===== config.mk =====
export PLATFORM = sky130hd
export DESIGN_NAME = pzbcm_arbiter_requester
export DESIGN_NICKNAME = d
export VERILOG_FILES = /design/src/rtl/pzbcm_arbiter_requester.sv
export SDC_FILE = /design/constraint.sdc
export NUM_CORES = 1
export LEC_CHECK = 0
export CELL_PAD_IN_SITES_DETAIL_PLACEMENT = 0
export CELL_PAD_IN_SITES_GLOBAL_PLACEMENT = 1
export CORE_MARGIN = 1
export CORE_UTILIZATION = 35
export CTS_BUF_LIST = sky130_fd_sc_hd__clkbuf_16
export CTS_CLUSTER_SIZE = 12
export DETAILED_ROUTE_END_ITERATION = 10
export PLACE_DENSITY = 0.69
export SYNTH_ARGS = -nofsm -noshare
export SYNTH_HDL_FRONTEND = slang
export SYNTH_SLANG_ARGS = --single-unit

===== constraint.sdc =====
create_clock -name i_clk -period 3.4 [get_ports i_clk]
set_input_delay 0.85 -clock i_clk [delete_from_list [all_inputs] [get_ports i_clk]]
set_output_delay 0.85 -clock i_clk [all_outputs]
set_load 0.03 [all_outputs]

===== src/rtl/pzbcm_arbiter_requester.sv =====
// Requester-side agent for one port of a KEEP_RESULT, one-hot pzbcm_arbiter.
// Buffers upstream packets, requests the port, forwards beats under grant and frees on tenure end.
module pzbcm_arbiter_requester #(
    parameter int DATA_WIDTH   = 32,
    parameter int MAX_BEATS    = 0,
    parameter int STARVE_LIMIT = 256,
    parameter int WAIT_WIDTH   = $clog2(STARVE_LIMIT + 1)
) (
    input  logic                  i_clk,
    input  logic                  i_rst,
    input  logic                  i_valid,
    output logic                  o_ready,
    input  logic [DATA_WIDTH-1:0] i_data,
    input  logic                  i_last,
    output logic                  o_request,
    input  logic                  i_grant,
    output logic                  o_free,
    output logic                  o_valid,
    input  logic                  i_ready,
    output logic [DATA_WIDTH-1:0] o_data,
    output logic                  o_last,
    output logic                  o_starved,
    output logic [WAIT_WIDTH-1:0] o_max_wait
);
    localparam int BEAT_WIDTH = (MAX_BEATS == 0) ? 1 : $clog2(MAX_BEATS + 1);
    localparam logic [BEAT_WIDTH-1:0] LAST_BEAT = BEAT_WIDTH'((MAX_BEATS == 0) ? 0 : MAX_BEATS - 1);
    localparam logic [WAIT_WIDTH-1:0] WAIT_MAX  = WAIT_WIDTH'(STARVE_LIMIT);
    localparam logic                  SPLIT_EN  = (MAX_BEATS != 0);

    localparam logic [0:0] IDLE     = 1'b0;
    localparam logic [0:0] TRANSFER = 1'b1;

    logic [DATA_WIDTH:0]   r_mem [2];
    logic                  r_wr_ptr;
    logic                  r_rd_ptr;
    logic [1:0]            r_count;
    logic [1:0]            w_count_nxt;
    logic                  r_ready;
    logic                  w_push;
    logic                  w_pop;
    logic                  w_nonempty;
    logic [0:0]            r_state;
    logic [BEAT_WIDTH-1:0] r_beats;
    logic                  w_tenure_end;
    logic [WAIT_WIDTH-1:0] r_wait;
    logic [WAIT_WIDTH-1:0] r_max_wait;

    assign w_nonempty   = (r_count != 2'd0);
    assign w_push       = i_valid && r_ready;
    assign w_pop        = o_valid && i_ready;
    assign o_ready      = r_ready;
    assign o_request    = (r_state == IDLE) && w_nonempty;
    assign o_valid      = (r_state == TRANSFER) && w_nonempty && i_grant;
    assign {o_last, o_data} = r_mem[r_rd_ptr];
    assign w_tenure_end = w_pop && (o_last || (SPLIT_EN && (r_beats == LAST_BEAT)));
    assign o_free       = w_tenure_end;
    assign o_starved    = (r_wait >= WAIT_MAX);
    assign o_max_wait   = r_max_wait;

    always_comb begin
        w_count_nxt = r_count;
        if (w_push && !w_pop) begin
            w_count_nxt = r_count + 2'd1;
        end else if (!w_push && w_pop) begin
            w_count_nxt = r_count - 2'd1;
        end
    end

    // Ready is registered from the next count so it never depends on i_ready.
    always_ff @(posedge i_clk) begin
        if (i_rst) begin
            r_mem[0] <= '0;
            r_mem[1] <= '0;
            r_wr_ptr <= 1'b0;
            r_rd_ptr <= 1'b0;
            r_count  <= '0;
            r_ready  <= 1'b0;
        end else begin
            if (w_push) begin
                r_mem[r_wr_ptr] <= {i_last, i_data};
                r_wr_ptr        <= ~r_wr_ptr;
            end
            if (w_pop) begin
                r_rd_ptr <= ~r_rd_ptr;
            end
            r_count <= w_count_nxt;
            r_ready <= (w_count_nxt != 2'd2);
        end
    end

    always_ff @(posedge i_clk) begin
        if (i_rst) begin
            r_state <= IDLE;
            r_beats <= '0;
        end else begin
            case (r_state)
                IDLE: begin
                    if (o_request && i_grant) begin
                        r_state <= TRANSFER;
                        r_beats <= '0;
                    end
                end
                TRANSFER: begin
                    if (w_tenure_end) begin
                        r_state <= IDLE;
                    end
                    if (w_pop) begin
                        r_beats <= r_beats + 1'b1;
                    end
                end
                default: r_state <= IDLE;
            endcase
        end
    end

    always_ff @(posedge i_clk) begin
        if (i_rst) begin
            r_wait     <= '0;
            r_max_wait <= '0;
        end else if (o_request) begin
            if (i_grant) begin
                if (r_wait > r_max_wait) begin
                    r_max_wait <= r_wait;
                end
                r_wait <= '0;
            end else if (r_wait != WAIT_MAX) begin
                r_wait <= r_wait + 1'b1;
            end
        end
    end
endmodule

-- Word-level counts from Yosys, hierarchy flattened
Memory sizes are Yosys's and may differ from the RTL's. A register that Yosys moved wholly into a read port is not among the register bits.
Cells that the tools add are included.
- eq/ne operators: 2
- $add $sub $neg: 3
- mux-type cells: 17
- bitwise logic cells: 3
- magnitude comparators: 2
- reductions and logical operators: 16
- operators by type and width (operator ; number):
    $mux 33 ; 1
    $reduce_or 33->1 ; 1
    $mux 9 ; 2
    $mux 1 ; 11
    $add 9x1->9 const B ; 1
    $ge 9x9->1 const B ; 1
    $gt 9x9->1 ; 1
    $logic_and 1x1->1 ; 9
    $ne 9x9->1 const B ; 1
    $mux 2 ; 2
    $reduce_bool 2->1 ; 2
    $not 1->1 ; 3
    $reduce_and 3->1 ; 1
    $add 2x1->2 const B ; 1
    $logic_not 1->1 ; 2
    $ne 2x2->1 const B ; 1
    $pmux 1 s2 ; 1
    $reduce_and 2->1 ; 1
    $sub 2x1->2 const B ; 1
- bits in registers: 24
- output and inout bits: 47
- bits of input ports: 38
- logic and storage cells: 51
- RAM bits: 66
- memories: 1
- memories (name ; words ; width ; read ports ; clocked after Yosys merged registers in ; write ports ; line ; source):
    r_mem ; 2 ; 33 ; 1 ; 1 ; 2 ; 33 ; logic [DATA_WIDTH:0] r_mem [2];

-- Depth between registers and ports, before layout
Gate-level depths: netlist of the first run.
- depth in word-level cells: 8
- gate-level depth with buffers: 8
- depth with buffers taken out: 8

-- Worst setup path before layout of the first run
No wires, ideal clock.
- path kind: input-to-reg
- start: input port i_valid
- end: memory r_mem[0][0] (netlist bit), enable pin
- data arrival time: 2.578 ns
- setup time: 0.430 ns
- buffers on the path: 0
- cell stages on the path: 2
- slack: 0.392 ns
- data required time: 2.970 ns
- path through: nand2_1 > o21bai_1
- RTL lines (what ; line ; source):
    start, declared ; 11 ; input logic i_valid,
    end, declared ; 33 ;

-- Worst setup path after layout of the first run
- start: input port i_grant
- end: output port o_valid
- word-level cells in the longest chain between the ends: 1
- ends and longest elaborated chain (what ; line ; source):
    start, declared ; 16 ; input logic i_grant,
    $logic_and 1x1->1 ; 53 ; assign o_valid = (r_state == TRANSFER) && w_nonempty && i_grant;
    end, declared ; 18 ; output logic o_valid,
No other way between the ends.

==> results of run 1 <==
==> power breakdown <==
| group | switching [W] | total, W | internal (W) |
|---|---|---|---|
| combinational | 0.000345 | 0.000617 | 0.000272 |
| sequential | 0.0000385 | 0.00133 | 0.00129 |
| clock | 0.000431 | 0.000930 | 0.000499 |
| total | 0.000814 | 0.00288 | 0.00206 |
==> layer usage <==
| layer | up-vias | global-route usage, % | share of wire, % | routed length, um |
|---|---|---|---|---|
| met2 | 47 | 25.13 | 50 | 4280 |
| met3 | 12 | 2.592 | 2.5 | 211 |
| li1 | 1350 | - | - | - |
| met5 | - | 0 | 0 | 0 |
| met4 | 0 | 6.667 | 2.2 | 187 |
| met1 | 1295 | 17.46 | 46 | 3922 |
==> layout make-up <==
cell class	instances	area, um2	area share (%)
Inverter	17	63.81	1.146
Sequential cell	91	2484	44.59
Multi-Input combinational cell	216	1678	30.12
Timing Repair Buffer	91	890.9	15.99
Clock inverter	7	50.05	0.8985
Clock buffer	9	225.2	4.043
Tap cell	143	178.9	3.212
==> worst paths after layout <==
check	start	to	slack, ps	cells after the start
setup reg to reg	o_ready$_SDFF_PP0_	r_mem[1][12]$_SDFFCE_PN0P_	1500	3
hold / removal	r_count[1]$_SDFF_PP0_	r_count[1]$_SDFF_PP0_	510	2
hold reg to reg	r_count[1]$_SDFF_PP0_	r_count[1]$_SDFF_PP0_	510	2
setup / recovery	i_grant	o_valid	370	3
==> per-stage QoR <==
step | power [W] | hold slack [ps] | std cells | util (%) | worst slack [ps]
4_1_cts | 0.002916 | 516.9 | 574 | 47.76 | 365.8
3_3_place_gp | 0.001968 | 483.5 | 558 | 45.40 | 384.1
3_5_place_dp | 0.001977 | 507.7 | 558 | 45.40 | 374.4
5_1_grt | 0.002999 | 534.8 | 574 | 47.76 | 333.1
2_1_floorplan | 0.001726 | 472.5 | 339 | - | 392.2
6_report | 0.002877 | 509.2 | 574 | 47.76 | 371.6
==> registers in the layout, indices dropped and copies added (netlist names), named ones only <==
register / flops
o_max_wait: 9
o_ready: 1
r_count: 2
r_mem: 66
r_rd_ptr: 1
r_state: 1
r_wait: 9
r_wr_ptr: 1
==> critical path, stage by stage <==
cell,delay (ps)
clkdlybuf4s50_1,470
and3b_1,190
clkdlybuf4s50_1,670
==> cells by family after synthesis <==
logic type               Yosys count  share of synthesized area [%]
AO/OA/AOI/OAI                     15                          2.606
XOR/XNOR                          10                          2.050
adder cells (fa/ha/maj)           12                          3.514
buffers and inverters             32                          3.163
flip-flops                        91                          58.10
multiplexers                      43                          11.04
AND/OR/NAND/NOR                  136                          19.53
==> cells in the final DEF (no fill, tap or decap), types with 5 or more instances in the layout <==
| cell | n |
|---|---|
| clkdlybuf4s50_1 | 83 |
| and2_1 | 67 |
| edfxtp_1 | 66 |
| mux2_2 | 33 |
| dfxtp_1 | 24 |
| nor2_1 | 20 |
| or2b_2 | 17 |
| inv_1 | 16 |
| ha_1 | 12 |
| mux2i_1 | 10 |
| clkbuf_16 | 9 |
| nand2_1 | 8 |
| xor2_1 | 8 |
| buf_4 | 8 |
| nand4_1 | 5 |
| a21oi_1 | 5 |
==> flow_metrics.env, run 1 <==
export IMPL_status="completed"
export IMPL_period_share_pct=89.07
export IMPL_cp_required_ps=2550
export IMPL_fin_setup_tns_ps=0
export IMPL_gp_congestion=0.7320
export IMPL_cts_resized=0
export IMPL_hp_class="reg2reg"
export IMPL_grt_pass1_vias=2778
export IMPL_synth_top_area_share_pct=46.38
export IMPL_p_leak_nw=2.049
export IMPL_drc=0
export IMPL_drtIter0Drc=100
export IMPL_stdcell_area_um2=5570
export IMPL_viasPerCell=4.711
export IMPL_post_dp_cell_area_um2=5295
export IMPL_finalWirelength_um=8601
export IMPL_worstSetupPathType="in2out"
export IMPL_holdBufCountCts=0
export IMPL_synthTopCellsByArea="edfxtp_1 (46%), dfxtp_1 (12%), and2_1 (9.8%)"
export IMPL_die_area_um2=12650
export IMPL_cap_violations=0
export IMPL_synth_nets=389
export IMPL_io_buffers=84
export IMPL_final_setup_viol_count=0
export IMPL_synth_edf_count=66
export IMPL_ys_async_sr_fraction_pct=0
export IMPL_synth_flop_cell="edfxtp_1"
export IMPL_syn_inst=339
export IMPL_rsz0062_at_grt="false"
export IMPL_fillers=1058
export IMPL_antenna_found_initial=0
export IMPL_tightestPinTransition_ps=849.3
export IMPL_grt_ovfl_total=0
export IMPL_fp_dieH_um=112.5
export IMPL_wire_per_inst_um=14.98
export IMPL_vias=2704
export IMPL_cts_tree="done"
export IMPL_finalHoldViolCount=0
export IMPL_clk_latency_ps=340
export IMPL_fin_skew_ps=3.668
export IMPL_critPathMaxFanout=2
export IMPL_dr_pass1_iters=4
export IMPL_ant_nets=0
export IMPL_ys_seq_elements=91
export IMPL_synthesis_area_um2=4273
export IMPL_grt_pass1_wl_um=13880
export IMPL_htree_levels=3
export IMPL_track_usage_pct=14.46
export IMPL_yosysMostFrequentCell="and2_1"
export IMPL_cts_sinks=91
export IMPL_grt_max_degree=34
export IMPL_synthTopCellsByCount="and2_1 (67), edfxtp_1 (66), mux2_2 (33)"
export IMPL_initial_core_util_pct=36.64
export IMPL_synth_top_area_cell="edfxtp_1"
export IMPL_num_rows=39
export IMPL_yosys_warnings=0
export IMPL_worstPathArrival_ps=2180
export IMPL_post_cts_repair_setup_buffers=0
export IMPL_clk_pin_slew_worst_paths_ps=60
export IMPL_root_buffer="clkbuf_16"
export IMPL_area_delta_synth_final_pct=30.37
export IMPL_cp_end_kind="output pin"
export IMPL_final_net_count=476
export IMPL_fin_crit_ps=3028
export IMPL_drive_above_1_share_pct=18.79
export IMPL_dp_final_hpwl_um=5572
export IMPL_ioPinCount=85
export IMPL_core_area_um2=11660
export IMPL_maxSlewHeadroom_pct=43.38
export IMPL_drv_slew=0
export IMPL_antenna_cells=0
export IMPL_die_w_um=112.5
export IMPL_peakVddDrop_mv=0.2469
export IMPL_critical_path_startpoint_type="primary input"
export IMPL_max_freq_ghz=0.3302
export IMPL_postSynthAreaPerCell_um2=12.60
export IMPL_cts_max_path_buffers=2
export IMPL_ys_types=40
export IMPL_power_density_nw_per_um2=516.4
export IMPL_synth_seq_area_share_pct=58.10
export IMPL_cts_buffers=9
Note: power is estimated with default switching activity, not from simulation.
==> run 2, diff against run 1 <==
- ABC_CLOCK_PERIOD_IN_PS: not set -> 3400
- GPL_TIMING_DRIVEN: not set -> 0
==> run 2 against run 1 <==
Net effect: fmax fell by 5.0%; combinational power about the same; critical path depth stayed put; routed wire length down 0.48%; via count increased by 0.96%; final cell count increased by 1.6%; worst hold slack got worse by 1.5 ps; clock skew up 3.2 ps; worst setup slack lost 160 ps; sequential share of layout area fell by 0.87 points; total power increased by 7.4%; critical path type unchanged; critical endpoint unchanged; highest routed layer unchanged.
==> flow_metrics.env, run 2 (synthesis results as in run 1) <==
export IMPL_status="completed"
export IMPL_cap_violations=0
export IMPL_cp_end_kind="output pin"
export IMPL_worst_slack_ps=210.8
export IMPL_viasPerCell=4.683
export IMPL_critical_path_startpoint_type="primary input"
export IMPL_startpoint="i_grant"
export IMPL_ff2ff_path_depth=3
export IMPL_fin_skew_ps=6.854
export IMPL_num_rows=39
export IMPL_ant_nets=0
export IMPL_cts_buffers=9
export IMPL_gp_congestion=0.7613
export IMPL_htree_levels=3
export IMPL_finalWirelength_um=8560
export IMPL_grt_ovfl_total=0
export IMPL_cts_max_path_buffers=2
export IMPL_drv_slew=0
export IMPL_vias=2730
export IMPL_rsz0062_at_grt="false"
export IMPL_worstSetupPathType="in2out"
export IMPL_dr_pass1_iters=4
export IMPL_clk_latency_ps=330
export IMPL_root_buffer="clkbuf_16"
export IMPL_area_delta_synth_final_pct=32.88
export IMPL_regMostFlops="r_mem"
export IMPL_p_leak_nw=2.099
export IMPL_drtIter0Drc=88
export IMPL_holdBufCountCts=0
export IMPL_track_usage_pct=14.61
export IMPL_antenna_cells=0
export IMPL_total_power_w=0.003091
export IMPL_r2r_start="o_ready$_SDFF_PP0_"
export IMPL_fp_dieH_um=112.5
export IMPL_io_buffers=84
export IMPL_ioPinCount=85
export IMPL_mostFrequentLayoutCells="clkdlybuf4s50_1 (83), and2_1 (67), edfxtp_1 (66)"
export IMPL_final_net_count=485
export IMPL_finalHoldViolCount=0
export IMPL_antenna_found_initial=0
export IMPL_grt_max_degree=34
export IMPL_die_area_um2=12650
export IMPL_cts_tree="done"
export IMPL_worstPathArrival_ps=2340
export IMPL_dp_slack_ps=-54.42
export IMPL_grt_pass1_wl_um=13850
export IMPL_cp_required_ps=2550
export IMPL_crit_end="o_valid"
export IMPL_peakVddDrop_mv=0.2553
export IMPL_largest_reg_flops=66
export IMPL_fin_crit_ps=3189
export IMPL_reg2reg_to="r_mem[1][22]$_SDFFCE_PN0P_"
export IMPL_wire_per_inst_um=14.68
export IMPL_critPathMaxFanout=7
export IMPL_max_freq_ghz=0.3136
export IMPL_clk_pin_slew_worst_paths_ps=60
export IMPL_cts_sinks=91
export IMPL_period_share_pct=93.80
export IMPL_final_common_cell="clkdlybuf4s50_1"
export IMPL_final_setup_viol_count=0
export IMPL_hp_class="reg2reg"
export IMPL_maxSlewHeadroom_pct=43.41
export IMPL_dp_final_hpwl_um=6067
export IMPL_r2r_slack_ps=1210
export IMPL_drc=0
export IMPL_fin_setup_tns_ps=0
export IMPL_initial_core_util_pct=36.64
export IMPL_grt_pass1_vias=2816
export IMPL_power_density_nw_per_um2=544.4
export IMPL_tightestPinTransition_ps=848.8
export IMPL_core_area_um2=11660
export IMPL_drive_above_1_share_pct=17.50
export IMPL_die_w_um=112.5
export IMPL_whs_ps=507.8
## run 2: layer usage
| metal | up-vias | wire, um | track usage, % |
|---|---|---|---|
| li1 | 1365 | - | - |
| met1 | 1305 | 3905 | 18.30 |
| met2 | 52 | 4221 | 24.31 |
| met3 | 8 | 270 | 2.538 |
| met4 | 0 | 162 | 7.467 |
| met5 | - | 0 | 0 |
## run 2: area by class of cell
cell class | instances | area, um2
Tap cell | 143 | 178.9
Clock buffer | 9 | 225.2
Multi-Input combinational cell | 216 | 1667
Buffer | 15 | 71.32
Fill cell | 1059 | 5984
Inverter | 17 | 63.81
Clock inverter | 7 | 122.6
Sequential cell | 91 | 2482
Timing Repair Buffer | 85 | 867.1
## run 2: critical path, cell delays in order
cell and delay (ps):
clkdlybuf4s50_1 590, and3b_1 220, clkdlybuf4s50_1 680
## run 2: power by group
group	internal [W]	leakage [nW]	total, W	switching (W)
Clock	0.000726	0.170	0.00114	0.000419
Combinational	0.000277	1.04	0.000620	0.000342
Sequential	0.00129	0.893	0.00133	0.0000359
## run 2: what timing repair did
item,4_1_cts,5_1_grt
buffers inserted,0,0
setup endpoints to repair,1,0
gates resized for setup,1,0
## run 2: worst min path at each step
stage,from,endpoint,slack (ps),cells after the start
6_report,r_count[1]$_SDFF_PP0_,r_count[1]$_SDFF_PP0_,510,2
5_1_grt,r_rd_ptr$_SDFFE_PP0P_,r_rd_ptr$_SDFFE_PP0P_,550,2
4_1_cts,r_count[1]$_SDFF_PP0_,r_count[1]$_SDFF_PP0_,510,2
3_5_place_dp,r_rd_ptr$_SDFFE_PP0P_,r_rd_ptr$_SDFFE_PP0P_,500,2
3_3_place_gp,r_rd_ptr$_SDFFE_PP0P_,r_rd_ptr$_SDFFE_PP0P_,490,2
2_1_floorplan,r_rd_ptr$_SDFFE_PP0P_,register,470,2
## run 2: through the flow
| step | cell area, um2 | cells | util [%] |
|---|---|---|---|
| after floorplan | 4273 | 339 | - |
| final | 5678 | 583 | 48.69 |
| after global routing | 5678 | 583 | 48.69 |
| after global placement | 5293 | 566 | 45.38 |
| after CTS | 5678 | 583 | 48.69 |
| after detailed placement | 5331 | 567 | 45.71 |
==> run 3, diff against run 2 <==
- CORE_MARGIN: 1 -> 2
==> run 3 against run 2 <==
Net effect: first-iteration DRC count increased by 25%; critical endpoint unchanged; non-clock buffer count unchanged; utilization down 1.9 points; design area is 1.4% lower; global-route usage fell by 0.34 points; final cell count rose by 0.69%.
==> flow_metrics.env, run 3 (synthesis results as in run 1) <==
export IMPL_rsz0062_at_grt="false"
export IMPL_num_rows=40
export IMPL_final_cells=587
export IMPL_dp_cells=571
export IMPL_maxSlewHeadroom_pct=43.27
export IMPL_worstHoldStart="r_rd_ptr$_SDFFE_PP0P_"
export IMPL_finalHoldViolCount=0
export IMPL_cp_end_kind="output pin"
export IMPL_drv_slew=0
export IMPL_htree_levels=3
export IMPL_slowest_stage="clkdlybuf4s50_1"
export IMPL_tightestPinTransition_ps=850.9
export IMPL_r2r_slack_ps=1250
export IMPL_die_area_um2=13110
export IMPL_cts_tree="done"
export IMPL_vias=2768
export IMPL_drtIter0Drc=110
export IMPL_fin_crit_ps=3207
export IMPL_period_share_pct=94.31
export IMPL_root_buffer="clkbuf_16"
export IMPL_clk_pin_slew_worst_paths_ps=60
export IMPL_peakVddDrop_mv=0.2234
export IMPL_hp_class="reg2reg"
export IMPL_antenna_cells=0
export IMPL_mostFrequentLayoutCells="clkdlybuf4s50_1 (83), and2_1 (67), edfxtp_1 (66)"
export IMPL_critical_path_cell_chain="clkdlybuf4s50_1 -> and3b_1 -> clkdlybuf4s50_1"
export IMPL_ff2ff_path_depth=3
export IMPL_grt_ovfl_total=0
export IMPL_area_delta_synth_final_pct=31.01
export IMPL_holdPathStages=2
export IMPL_cap_violations=0
export IMPL_critPathMaxFanout=7
export IMPL_post_dp_cell_area_um2=5329
export IMPL_drc=0
export IMPL_critical_path_startpoint_type="primary input"
export IMPL_drive_above_1_share_pct=17.27
export IMPL_antenna_found_initial=0
export IMPL_whs_ps=504.1
export IMPL_crit_top_cell="clkdlybuf4s50_1"
export IMPL_clk_latency_ps=340
export IMPL_grt_pass1_vias=2828
export IMPL_reg2reg_to="r_mem[1][9]$_SDFFCE_PN0P_"
export IMPL_viasPerCell=4.716
export IMPL_post_cts_repair_setup_buffers=0
export IMPL_dr_pass1_iters=4
export IMPL_initial_core_util_pct=35.72
export IMPL_power_density_nw_per_um2=510.8
export IMPL_io_buffers=84
export IMPL_worst_slack_ps=193.4
export IMPL_track_usage_pct=14.26
export IMPL_final_setup_viol_count=0
export IMPL_final_net_count=485
export IMPL_cts_sinks=91
export IMPL_regMostFlops="r_mem"
export IMPL_stdcell_area_um2=5598
export IMPL_core_area_um2=11960
export IMPL_cts_buffers=9
export IMPL_fp_dieH_um=114.5
export IMPL_ant_nets=0
export IMPL_max_freq_ghz=0.3119
export IMPL_grt_pass1_wl_um=14180
export IMPL_worstPathArrival_ps=2360
export IMPL_grt_max_degree=34
export IMPL_largest_reg_flops=66
export IMPL_fin_skew_ps=6.447
export IMPL_dp_final_hpwl_um=6211
export IMPL_worstSetupPathType="in2out"
export IMPL_final_common_cell="clkdlybuf4s50_1"
export IMPL_die_w_um=114.5
export IMPL_dp_slack_ps=-69.59
export IMPL_ioPinCount=85
export IMPL_critical_path_max_stage_delay_ps=680
export IMPL_status="completed"
export IMPL_p_leak_nw=2.056
export IMPL_gp_congestion=0.7693
export IMPL_cp_required_ps=2550
export IMPL_cts_max_path_buffers=2
export IMPL_wire_per_inst_um=15.06
export IMPL_r2r_start="o_ready$_SDFF_PP0_"
export IMPL_finalWirelength_um=8842
-- run 3: metrics by stage --
stage          utilization [%]  TNS, ps  power, W
6_report                 46.80        0  0.002859
5_1_grt                  46.80        0  0.002992
4_1_cts                  46.80        0  0.002898
3_5_place_dp             44.55   -69.59  0.001978
3_3_place_gp             44.29   -39300  0.001962
2_1_floorplan                -        0  0.001726
-- run 3: worst max path at each step --
| stage | slack [ps] | startpoint | to |
|---|---|---|---|
| after global placement | -1190 | i_valid | r_mem[0][18]$_SDFFCE_PN0P_ |
| final | 190 | i_grant | o_valid |
| after CTS | 190 | i_grant | o_valid |
| after floorplan | 390 | i_valid | r_mem[0][0]$_SDFFCE_PN0P_ |
| after detailed placement | -70 | i_grant | o_free |
| after global routing | 110 | i_grant | o_valid |
-- run 3: layer usage --
metal | GRT usage, % | part of all wire (%) | routed length (um) | up-vias
li1 | - | - | - | 1367
met3 | 2.170 | 2.9 | 254 | 12
met1 | 18.57 | 47 | 4199 | 1337
met5 | 0 | 0 | 0 | -
met2 | 23.16 | 47 | 4190 | 52
met4 | 7.073 | 2.2 | 197 | 0
-- run 3: where the power goes --
part	switching, W	internal, W	total, W
combinational	0.000344	0.000275	0.000619
sequential	0.0000368	0.00129	0.00133
clock	0.000420	0.000493	0.000913
-- run 3: cell type report --
type	count	area, um2
Buffer	15	71.32
Clock buffer	9	225.2
Clock inverter	7	45.04
Fill cell	1138	6364
Inverter	17	63.81
Multi-Input combinational cell	216	1667
Sequential cell	91	2482
Tap cell	147	183.9
Timing Repair Buffer	85	859.6
-- run 3: repair_timing --
| action | 4_1_cts | 5_1_grt |
|---|---|---|
| gates resized for setup | 1 | 0 |
| endpoints found under the setup margin | 1 | 0 |
| hold buffers | 0 | 0 |
-- run 3: worst max-delay path: cells and delay by family --
family                 cells  cell delay, ps
buffers and inverters      2            1280
and+or+nand+nor            1             230
